**config.mk**
```make
export PLATFORM = sky130hd
export DESIGN_NAME = mem_port_arbiter_flat
export DESIGN_NICKNAME = d
export VERILOG_FILES = /design/src/rtl/mem_port_arbiter_if.sv /design/src/rtl/mem_port_arbiter.sv /design/src/flat_wrapper.sv
export SDC_FILE = /design/constraint.sdc
export NUM_CORES = 1
export LEC_CHECK = 0
export ABC_AREA = 1
export ABC_CLOCK_PERIOD_IN_PS = 1600
export BUFFER_PORTS_ARGS = -buffer_cell sky130_fd_sc_hd__buf_2
export CAP_MARGIN = 25
export CORE_MARGIN = 1
export CORE_UTILIZATION = 40
export CTS_CLUSTER_DIAMETER = 120
export DETAILED_ROUTE_END_ITERATION = 7
export GPL_TIMING_DRIVEN = 0
export MAX_ROUTING_LAYER = met4
export PLACE_DENSITY = 0.66
export SYNTH_ARGS = -nofsm -noshare
export SYNTH_HDL_FRONTEND = slang
export SYNTH_SLANG_ARGS = --single-unit
export TNS_END_PERCENT = 50
```
**constraint.sdc**
```tcl
create_clock -name clk -period 1.6 [get_ports clk]
set_input_delay 0.32 -clock clk [delete_from_list [all_inputs] [get_ports clk]]
set_output_delay 0.32 -clock clk [all_outputs]
set_load 0.1 [all_outputs]
```
**src/rtl/mem_port_arbiter_if.sv**
```systemverilog
// Bundle of requester handshakes and Memoria bus for mem_port_arbiter.
// slave: the arbiter side. master: the requesters plus the memory model.
interface mem_port_arbiter_if #(
  parameter int ADDR_W = 32,
  parameter int DATA_W = 32
);
  // instruction fetch requester
  logic              if_req;
  logic [ADDR_W-1:0] if_addr;
  logic              if_gnt;
  logic [DATA_W-1:0] if_rdata;
  logic              if_rvalid;
  // data (load/store) requester
  logic              d_req;
  logic              d_wr;
  logic [ADDR_W-1:0] d_addr;
  logic [DATA_W-1:0] d_wdata;
  logic              d_gnt;
  logic [DATA_W-1:0] d_rdata;
  logic              d_done;
  // Memoria port
  logic [ADDR_W-1:0] mem_addr;
  logic              mem_wr;
  logic [DATA_W-1:0] mem_wdata;
  logic [DATA_W-1:0] mem_rdata;

  modport slave (
    input  if_req, if_addr, d_req, d_wr, d_addr, d_wdata, mem_rdata,
    output if_gnt, if_rdata, if_rvalid, d_gnt, d_rdata, d_done,
           mem_addr, mem_wr, mem_wdata
  );

  modport master (
    output if_req, if_addr, d_req, d_wr, d_addr, d_wdata, mem_rdata,
    input  if_gnt, if_rdata, if_rvalid, d_gnt, d_rdata, d_done,
           mem_addr, mem_wr, mem_wdata
  );
endinterface

```
**src/rtl/mem_port_arbiter.sv**
```systemverilog
// Single-port Memoria arbiter/sequencer for the multicycle datapath.
// Grants fetch or data access one at a time, holds the memory bus for
// MEM_LAT cycles, then returns the word with a one-cycle completion pulse.
module mem_port_arbiter #(
  parameter int ADDR_W  = 32,
  parameter int DATA_W  = 32,
  parameter int MEM_LAT = 2
) (
  input  logic       clk,
  input  logic       reset,
  mem_port_arbiter_if.slave bus,
  output logic       busy,
  output logic [1:0] state
);

  localparam logic [1:0] IDLE = 2'd0;
  localparam logic [1:0] BUSY = 2'd1;
  localparam logic [1:0] RESP = 2'd2;

  localparam logic [3:0] CNT_INIT = 4'(MEM_LAT - 1);

  logic [3:0] cnt;
  logic       last_data;   // 1: data requester owned the most recent grant
  logic       owner_data;  // owner of the access in flight
  logic       owner_wr;    // access in flight is a store
  logic       pick_data;

  // Data wins when alone, or on a tie when fetch was served last.
  always_comb begin
    pick_data = 1'b0;
    if (bus.d_req && bus.if_req) pick_data = !last_data;
    else if (bus.d_req)          pick_data = 1'b1;
  end

  // Sequencer: arbitrate in IDLE, count latency in BUSY, pulse in RESP.
  always_ff @(posedge clk or negedge reset) begin
    if (!reset) begin
      state         <= IDLE;
      busy          <= 1'b0;
      cnt           <= '0;
      last_data     <= 1'b1;
      owner_data    <= 1'b0;
      owner_wr      <= 1'b0;
      bus.if_gnt    <= 1'b0;
      bus.if_rdata  <= '0;
      bus.if_rvalid <= 1'b0;
      bus.d_gnt     <= 1'b0;
      bus.d_rdata   <= '0;
      bus.d_done    <= 1'b0;
      bus.mem_addr  <= '0;
      bus.mem_wr    <= 1'b0;
      bus.mem_wdata <= '0;
    end else begin
      // all pulses default low; only the cases below raise them
      bus.if_gnt    <= 1'b0;
      bus.d_gnt     <= 1'b0;
      bus.mem_wr    <= 1'b0;
      bus.if_rvalid <= 1'b0;
      bus.d_done    <= 1'b0;
      case (state)
        IDLE: begin
          if (bus.if_req || bus.d_req) begin
            state      <= BUSY;
            busy       <= 1'b1;
            cnt        <= CNT_INIT;
            owner_data <= pick_data;
            last_data  <= pick_data;
            if (pick_data) begin
              bus.mem_addr  <= bus.d_addr;
              bus.mem_wdata <= bus.d_wdata;
              bus.mem_wr    <= bus.d_wr;
              owner_wr      <= bus.d_wr;
              bus.d_gnt     <= 1'b1;
            end else begin
              bus.mem_addr  <= bus.if_addr;
              owner_wr      <= 1'b0;
              bus.if_gnt    <= 1'b1;
            end
          end
        end
        BUSY: begin
          if (cnt == '0) begin
            state <= RESP;
            if (owner_data) begin
              bus.d_done <= 1'b1;
              if (!owner_wr) bus.d_rdata <= bus.mem_rdata;
            end else begin
              bus.if_rvalid <= 1'b1;
              bus.if_rdata  <= bus.mem_rdata;
            end
          end else begin
            cnt <= cnt - 4'd1;
          end
        end
        RESP: begin
          state <= IDLE;
          busy  <= 1'b0;
        end
        default: begin
          state <= IDLE;
          busy  <= 1'b0;
        end
      endcase
    end
  end

endmodule

```
**src/flat_wrapper.sv**
```systemverilog
// flat-port wrapper written by rule: the top's interface ports become plain ports
module mem_port_arbiter_flat 
#(
  parameter int ADDR_W  = 32,
  parameter int DATA_W  = 32,
  parameter int MEM_LAT = 2
)
  (clk, reset, busy, state, bus_if_req, bus_if_addr, bus_d_req, bus_d_wr, bus_d_addr, bus_d_wdata, bus_mem_rdata, bus_if_gnt, bus_if_rdata, bus_if_rvalid, bus_d_gnt, bus_d_rdata, bus_d_done, bus_mem_addr, bus_mem_wr, bus_mem_wdata);
  mem_port_arbiter_if #(.ADDR_W(ADDR_W), .DATA_W(DATA_W)) bus_i ();
  input  logic clk;
  input  logic reset;
  output logic busy;
  output logic [1:0] state;
  input wire logic [$bits(bus_i.if_req)-1:0] bus_if_req;
  input wire logic [$bits(bus_i.if_addr)-1:0] bus_if_addr;
  input wire logic [$bits(bus_i.d_req)-1:0] bus_d_req;
  input wire logic [$bits(bus_i.d_wr)-1:0] bus_d_wr;
  input wire logic [$bits(bus_i.d_addr)-1:0] bus_d_addr;
  input wire logic [$bits(bus_i.d_wdata)-1:0] bus_d_wdata;
  input wire logic [$bits(bus_i.mem_rdata)-1:0] bus_mem_rdata;
  output wire logic [$bits(bus_i.if_gnt)-1:0] bus_if_gnt;
  output wire logic [$bits(bus_i.if_rdata)-1:0] bus_if_rdata;
  output wire logic [$bits(bus_i.if_rvalid)-1:0] bus_if_rvalid;
  output wire logic [$bits(bus_i.d_gnt)-1:0] bus_d_gnt;
  output wire logic [$bits(bus_i.d_rdata)-1:0] bus_d_rdata;
  output wire logic [$bits(bus_i.d_done)-1:0] bus_d_done;
  output wire logic [$bits(bus_i.mem_addr)-1:0] bus_mem_addr;
  output wire logic [$bits(bus_i.mem_wr)-1:0] bus_mem_wr;
  output wire logic [$bits(bus_i.mem_wdata)-1:0] bus_mem_wdata;
  assign bus_i.if_req = bus_if_req;
  assign bus_i.if_addr = bus_if_addr;
  assign bus_i.d_req = bus_d_req;
  assign bus_i.d_wr = bus_d_wr;
  assign bus_i.d_addr = bus_d_addr;
  assign bus_i.d_wdata = bus_d_wdata;
  assign bus_i.mem_rdata = bus_mem_rdata;
  assign bus_if_gnt = bus_i.if_gnt;
  assign bus_if_rdata = bus_i.if_rdata;
  assign bus_if_rvalid = bus_i.if_rvalid;
  assign bus_d_gnt = bus_i.d_gnt;
  assign bus_d_rdata = bus_i.d_rdata;
  assign bus_d_done = bus_i.d_done;
  assign bus_mem_addr = bus_i.mem_addr;
  assign bus_mem_wr = bus_i.mem_wr;
  assign bus_mem_wdata = bus_i.mem_wdata;
  mem_port_arbiter #(.ADDR_W(ADDR_W), .DATA_W(DATA_W), .MEM_LAT(MEM_LAT)) u_core (.clk(clk), .reset(reset), .bus(bus_i), .busy(busy), .state(state));
endmodule
```
* Yosys cells after proc, flatten, opt, wreduce, memory -nomap -nowiden
Index checks and enable logic that the tools add are counted.
W data, S select, Z words.
** Storage, ports and cells
- Bits in registers :: 143
- Input port bits :: 133
- Output and inout port bits :: 136
- Logic and storage cells :: 62
** Operators by class
- Add/sub/neg operators :: 1
- Equal/unequal tests :: 4
- Muxes and demuxes :: 26
- Bitwise gates (word level) :: 3
- Reductions and logical operators :: 13
** Operator list (count)
- $mux W32 :: 1
- $mux W1 :: 18
- $reduce_and A3 Y1 :: 3
- $mux W4 :: 2
- $pmux W4 S2 :: 1
- $reduce_and A2 Y1 :: 3
- $logic_not A4 Y1 :: 1
- $mux W2 :: 2
- $ne A2 B1 Y1 const B :: 2
- $pmux W2 S2 :: 1
- $reduce_and A4 Y1 :: 1
- $sub A4 B1 Y4 const B :: 1
- $not A1 Y1 :: 3
- $eq A2 B1 Y1 const B :: 1
- $logic_not A2 Y1 :: 1
- $ne A2 B2 Y1 const B :: 1
- $pmux W1 S2 :: 1
- $reduce_bool A2 Y1 :: 1
- $logic_and A1 B1 Y1 :: 1
- $logic_not A1 Y1 :: 1
- $logic_or A1 B1 Y1 :: 1

* Depth between registers and ports, before layout
Gate-level depths: netlist of the first run.
- Word-level depth :: 5
- Mapped depth :: 8
- Depth with buffers taken out :: 7

* Worst setup path after synthesis of the first run
No wires, ideal clock.
- Path kind :: flip-flop to flip-flop
- Start :: reg u_core.state[0]
- End :: reg u_core.bus.d_rdata[1]
- Library setup time :: 121 ps
- Arrival time :: 1718 ps
- Data required time :: 1479 ps
- Setup slack :: -240 ps
- Cell stages (with the launch flop) :: 5
- Buffers on the path :: 1
- Clock period less this slack :: 1840 ps
- Cells stage by stage :: dfrtp_1 -> nand3b_2 -> clkbuf_1 -> o21bai_1 -> nand2_1
** On the way
- Longest elaborated chain between the ends :: 2
** Ends and longest elaborated chain
- start: declaration :: line mem_port_arbiter.sv:13 : output logic [1:0] state
- start signal: assignment :: line mem_port_arbiter.sv:38 : state <= IDLE;
- start signal: assignment :: line mem_port_arbiter.sv:63 : state <= BUSY;
- start signal: assignment :: line mem_port_arbiter.sv:83 : state <= RESP;
- $eq A2 B1 Y1 :: line mem_port_arbiter.sv:60 : case (state)
- $reduce_and A4 Y1 (no line)
- end signal: assignment :: line mem_port_arbiter.sv:86 : if (!owner_wr) bus.d_rdata <= bus.mem_rdata;
- end: declaration :: line mem_port_arbiter_if.sv:29 : output if_gnt, if_rdata, if_rvalid, d_gnt, d_rdata, d_done,
Every way passes these cells.
A chain may end at the register's enable or synchronous reset.

* Worst setup path in the final report of the first run
- Start :: reg u_core.bus.mem_wdata[30] in the netlist's numbering
- End :: out bus_mem_wdata[30]
** RTL lines
- start: declaration :: line mem_port_arbiter_if.sv:30 : mem_addr, mem_wr, mem_wdata
- start signal: assignment :: line mem_port_arbiter.sv:70 : bus.mem_wdata <= bus.d_wdata;
- end: declaration :: line flat_wrapper.sv:29 : output wire logic [$bits(bus_i.mem_wdata)-1:0] bus_mem_wdata;
No word-level cell between the ends.

==> results of run 1 <==
## tightest hold or removal path, stage by stage
cell,delay [ns]
buf_2,0.07
nand2_1,0.04
nand2_1,0.05
## through the flow
stage | std cells | TNS (ns) | worst slack [ns] | area (sq um) | hold slack [ns]
floorplan | 759 | 0 | 0.0867 | 6250 | 0.0244
global placement | 1215 | -272.96 | -2.19 | 7830 | 0.448
detailed placement | 1216 | -0.577 | -0.0582 | 7860 | 0.377
CTS | 1249 | 0 | 0.0258 | 8510 | 0.0749
global route | 1250 | 0 | 0.00537 | 8540 | 0.0858
finish | 1250 | 0 | 0.0488 | 8540 | 0.0921
## how the worst max path moves through the flow
| stage | slack (ns) | to | startpoint |
|---|---|---|---|
| after floorplan | 0.09 | u_core.bus.mem_wdata[10] | u_core.state[1] |
| after global placement | -2.19 | u_core.state[1] | reset |
| after detailed placement | -0.06 | u_core.bus.d_rdata[20] | u_core.cnt[0] |
| after CTS | 0.03 | u_core.bus.d_rdata[20] | u_core.cnt[0] |
| after global routing | 0.005 | bus_d_rdata[28] | u_core.bus.d_rdata[28] |
| final | 0.05 | bus_mem_wdata[30] | u_core.bus.mem_wdata[30] |
## routing by layer
metal  global-route usage, %  wire length [um]
met1                    29.0              7660
met2                    34.1              7950
met4                    9.73               403
met3                    5.53               978
met5                       -                 0
## cell families (layout without fill, tap and decap cells)
group | after synthesis | count (layout) | synth area share (%)
DFF | 143 | 143 | 57.3
and+or+nand+nor | 448 | 448 | 28.6
AOI/OAI and AO/OA | 59 | 59 | 6.01
adders and majority gates | 1 | 1 | 0.200
buffers and inverters | 108 | 411 | 7.91
## registers in the layout, summed over array words and instances (netlist names)
name                  flops
u_core.bus.d_done         1
u_core.bus.d_gnt          1
u_core.bus.d_rdata       32
u_core.bus.if_gnt         1
u_core.bus.if_rdata      32
u_core.bus.if_rvalid      1
u_core.bus.mem_addr      32
u_core.bus.mem_wdata     32
u_core.bus.mem_wr         1
u_core.busy               1
u_core.cnt                4
u_core.last_data          1
u_core.owner_data         1
u_core.owner_wr           1
u_core.state              2
## final cells by class
cell class / count / area (sq um) / share of cell area [%]
inverters: 69 / 259 / 3.03
clock buffers: 17 / 425 / 4.98
plain buffers: 39 / 238 / 2.78
clock inverters: 15 / 206 / 2.42
flip-flops and latches: 143 / 3580 / 42.0
well taps: 188 / 235 / 2.75
multi-input cells: 508 / 2190 / 25.7
repair buffers: 271 / 1400 / 16.4
## layout by cell type, fill, tap and decap left out, types with 15 or more instances in the layout
| cell type | count |
|---|---|
| nand2_1 | 366 |
| buf_2 | 284 |
| dfrtp_1 | 140 |
| inv_1 | 64 |
| nand3_1 | 44 |
| o21bai_1 | 32 |
| nor2_1 | 28 |
| o21ai_1 | 24 |
| clkbuf_16 | 17 |
| buf_4 | 15 |
## repair_timing
item | in CTS | in global routing
hold endpoints to repair | 70 | 0
hold buffers | 1 | 0
resized for setup | 4 | 6
setup endpoints to repair | 22 | 59
setup buffers | 0 | 1
==> summary.txt, run 1 <==
Reg clk slew, reported paths -> 0.06 ns
Core ar. -> 15200 sq um
Area contributors post-synth -> dfrtp_1 (57%), nand2_1 (22%), inv_1 (3.9%), o21bai_1 (3.8%), nand3_1 (3.5%)
IO Pins -> 269
Detailed Route Iter0 Violations -> 277
Syn Std Cell Area -> 6250 sq um
Fmax -> 645 MHz
Via density -> 4.63
Via count -> 5784
Fill count -> 1447
Std-Cell Rows -> 45
Distinct cells, synth -> 22
Total Routing Usage GR -> 22.6%
Crit-path max cell delay -> 0.44 ns
CP max-delay cell -> buf_2
FF+latch count, synth -> 143
Grt total ovfl -> 0
Hold path endpoint -> u_core.bus.mem_wdata[22]
Status -> complete, no violations
Sequential area share after synthesis -> 57.3%
Number of global-route vias before repair -> 5463
Die X -> 127 um
Critical path, cell by cell -> buf_2
Ant. Diodes -> 0
Worst slew pin tran -> 0.679 ns
CP arrival -> 1.23 ns
Syn nets -> 893
Clk sinks -> 143
TritonCTS clock tree -> yes
Top FF cell, synth -> dfrtp_1
Worst EP required -> 1.28 ns
Per-cell routed wire length -> 13.6 um
Synth top cells by count -> nand2_1 (366), dfrtp_1 (142), inv_1 (65)
CP Depth -> 1
Syn_area_per_cell -> 8.23 sq um
Die ar. -> 16100 sq um
Area share of the largest cell type after synthesis -> 56.9%
Fin crit period -> 1.55 ns
Initial Utilization -> 41.1%
Cell with the most instances after synthesis -> nand2_1
Period Utilization, post-route -> 96.9%
Fraction of layout cells with a size suffix above 1 -> 33.3%
DRC -> 0
Root Driver -> clkbuf_16
Final hold vios -> 0
H-tree lvl count -> 4
EDFF count, synth -> 0
Worst Hold Launch -> bus_d_wdata[22]
Startpoint Class -> register
Relative slew slack -> 54.7%
Post-layout util -> 56.2%
Clk Latency, worst-skew pair -> 0.42 ns
Max Cap Viol -> 0
Layout area overhead -> 36.6%
Post-synth top area cell -> dfrtp_1
Crit Path Max Fanout -> 2
Tightest Hold Check Type -> input pin to register
Async set-reset flop share out of synthesis -> 100%
Final WL -> 17.0 mm
Port Buffers -> 268
Die height -> 127 um
Remaining antenna violation count -> 0
Placer congestion estimate -> 0.785
Reg2reg end -> u_core.bus.mem_wdata[7]
Hold path cells -> 3
CP top delay family -> buffers and inverters
Largest net degree at the start of global routing -> 73
Nets@finish -> 1183
1st-pass router iterations -> 4
Inserted Clock Buffers -> 17
Buf+Inv Stages, Crit Path -> 1
Final Slew Violations -> 0
First-pass GRT wire length -> 27.3 mm
Final setup viols -> 0
Crit Path Class -> register to output port
Worst Clk Skew -> 0.00739 ns
R2R Path Start -> u_core.state[1]
R2R cell count -> 7
R2R Setup Slk -> 0.16 ns
Crit. End Element -> output port
Initial antenna violation count -> 0
Synth warn -> 0
Detailed Place HPWL -> 12.2 mm
Clock buffer depth -> 2
Post-Syn Instances -> 759
RSZ-0062 raised after global routing -> false
Power of run 1 is left out: the tool's default activity adds up to more than one toggle a clock period on the data nets, which glitch-free logic cannot reach.
==> run 2: changes to the inputs <==
--- a/config.mk
+++ b/config.mk
@@ -6,7 +6,7 @@
 export NUM_CORES = 1
 export LEC_CHECK = 0
 export ABC_AREA = 1
-export ABC_CLOCK_PERIOD_IN_PS = 1600
+export ABC_CLOCK_PERIOD_IN_PS = 1750
 export BUFFER_PORTS_ARGS = -buffer_cell sky130_fd_sc_hd__buf_2
 export CAP_MARGIN = 25
 export CORE_MARGIN = 1
==> constraint.sdc (replaced) <==
create_clock -name clk -period 1.75 [get_ports clk]
set_input_delay 0.35 -clock clk [delete_from_list [all_inputs] [get_ports clk]]
set_output_delay 0.35 -clock clk [all_outputs]
set_load 0.1 [all_outputs]
==> run 2 against run 1 <==
Wire length down 0.32%. Final area is 0.38% lower. First-iteration DRC count shrank 6.1%. Utilization down 0.21 points. Setup slack improved by 0.058 ns. Die area is the same. Worst hold slack better by 0.030 ns. Clock skew fell by 0.00079 ns. Global-route usage barely moved. Clock-buffer cell count unchanged. Final cell count about the same. Non-clock buffer count fell by 1. Largest cell class unchanged. Highest routed layer unchanged.
==> summary.txt, run 2 (synthesis results as in run 1) <==
Ant. Diodes -> 0 (unchanged)
Die ar. -> 16100 sq um (unchanged)
Startpoint Class -> register
IO Pins -> 269 (unchanged)
Status -> complete, no violations
Remaining antenna violation count -> 0 (unchanged)
R2R Setup Slk -> 0.20 ns (+0.04 ns)
Layout area overhead -> 36.1%
1st-pass router iterations -> 4 (unchanged)
Fin crit period -> 1.64 ns
Worst Clk Skew -> 0.00660 ns (-0.000790 ns)
R2R cell count -> 6 (-1)
CP Launch Point -> u_core.state[0]
Fill count -> 1452 (+0.35%)
Final hold vios -> 0 (unchanged)
Placer congestion estimate -> 0.785 (unchanged)
Reg clk slew, reported paths -> 0.06 ns (about the same)
Largest net degree at the start of global routing -> 73 (unchanged)
Total Routing Usage GR -> 22.6% (about the same)
Critical path, cell by cell -> buf_2
CP Depth -> 1 (unchanged)
Grt total ovfl -> 0 (unchanged)
Per-cell routed wire length -> 13.6 um (-0.24%)
RSZ-0062 raised after global routing -> false
Seq. cell area -> 3580 sq um (unchanged)
Die X -> 127 um (unchanged)
Commonest non-fill, non-tap cell in the layout -> nand2_1
Final Slew Violations -> 0 (unchanged)
Relative slew slack -> 54.7% (about the same)
Worst slew pin tran -> 0.679 ns (+0.000196 ns)
Final setup viols -> 0 (unchanged)
First-pass GRT wire length -> 27.3 mm (about the same)
Root Driver -> clkbuf_16
Crit Path Max Fanout -> 5 (+3)
Period Utilization, post-route -> 93.9%
Fraction of layout cells with a size suffix above 1 -> 33.1% (-0.25 points)
Worst EP required -> 1.40 ns (+0.12 ns)
Number of global-route vias before repair -> 5465 (+0.037%)
Setup crit end -> state[0]
CP top delay family -> buffers and inverters
Via density -> 4.61 (-0.30%)
Max Cap Viol -> 0 (unchanged)
Port Buffers -> 268 (unchanged)
Post-CTS setup buffer count -> 0 (unchanged)
CP arrival -> 1.29 ns (+0.06 ns)
Clock buffer depth -> 2 (unchanged)
Initial Utilization -> 41.1% (unchanged)
DRC -> 0 (unchanged)
H-tree lvl count -> 4 (unchanged)
Die height -> 127 um (unchanged)
Core ar. -> 15200 sq um (unchanged)
CP max-delay cell -> buf_2
Clk Latency, worst-skew pair -> 0.42 ns (about the same)
TritonCTS clock tree -> yes
Commonest cells after routing, fill and taps aside -> nand2_1 (366), buf_2 (284), dfrtp_1 (140)
Via count -> 5762 (-0.38%)
Area taken by multi-input logic gates -> 2170 sq um (-0.91%)
Crit. End Element -> output port
Buf+Inv Stages, Crit Path -> 1 (unchanged)
Std-Cell Rows -> 45 (unchanged)
Detailed Route Iter0 Violations -> 260 (-6.1%)
Placed Area -> 7860 sq um (unchanged)
Inserted Clock Buffers -> 17 (unchanged)
Crit-path max cell delay -> 0.45 ns (about the same)
Clk sinks -> 143 (unchanged)
Final WL -> 16.9 mm (-0.32%)
Nets@finish -> 1182 (-0.085%)
Crit Path Class -> register to output port
Detailed Place HPWL -> 12.2 mm (unchanged)
Fmax -> 608 MHz
Hold WS -> 0.123 ns (+0.0305 ns)
Final Instance Area -> 8510 sq um (-0.38%)
Tightest Hold Check Type -> input pin to register
R2R Path Start -> u_core.cnt[0]
Initial antenna violation count -> 0 (unchanged)
Reg2reg end -> u_core.bus.d_rdata[20]
-- run 2: layer usage --
layer / routed length, um / track usage, % / vias to the layer above
met5: 0 / - / -
li1: - / - / 2888
met1: 7640 / 29.0 / 2645
met4: 395 / 9.66 / 0
met2: 7880 / 34.1 / 199
met3: 1010 / 5.53 / 30
-- run 2: per-stage QoR --
step                      instances  TNS (ns)  worst slack, ns  utilization, %
final                          1249         0            0.107            56.0
after global routing           1249         0           0.0213            56.0
after CTS                      1249         0           0.0726            55.9
after detailed placement       1216         0           0.0918            51.7
after global placement         1215   -255.75            -2.07            51.5
after floorplan                 759         0            0.237               -
-- run 2: tightest hold or removal path, stage by stage --
cell and delay (ns):
buf_2 0.07, nand2_1 0.04, nand2_1 0.05
-- run 2: timing repair --
action                                 4_1_cts  5_1_grt
hold buffers                                 1        0
endpoints found under the hold margin       70        0
setup endpoints to repair                    0       11
gates resized for setup                      0        4
-- run 2: worst min-delay path by stage --
stage,slack [ns],cells after the start,to,startpoint
floorplan,0.05,0,u_core.bus.d_done,reset
global placement,0.45,2,u_core.bus.if_rdata[24],u_core.bus.if_rdata[24]
CTS,0.10,3,u_core.bus.mem_wdata[15],bus_d_wdata[15]
finish,0.12,3,u_core.bus.mem_wdata[22],bus_d_wdata[22]
detailed placement,0.41,1,u_core.bus.mem_addr[26],reset
global route,0.12,3,u_core.bus.mem_wdata[27],bus_d_wdata[27]
-- run 2: final cells by class --
class | count | area share [%]
Buffer | 39 | 2.79
Clock inverter | 15 | 2.43
Tap cell | 188 | 2.77
Timing Repair Buffer | 270 | 16.3
Sequential cell | 143 | 42.1
Multi-Input combinational cell | 508 | 25.6
Inverter | 69 | 3.05
Clock buffer | 17 | 5.00
Power of run 2 is left out for the same reason.
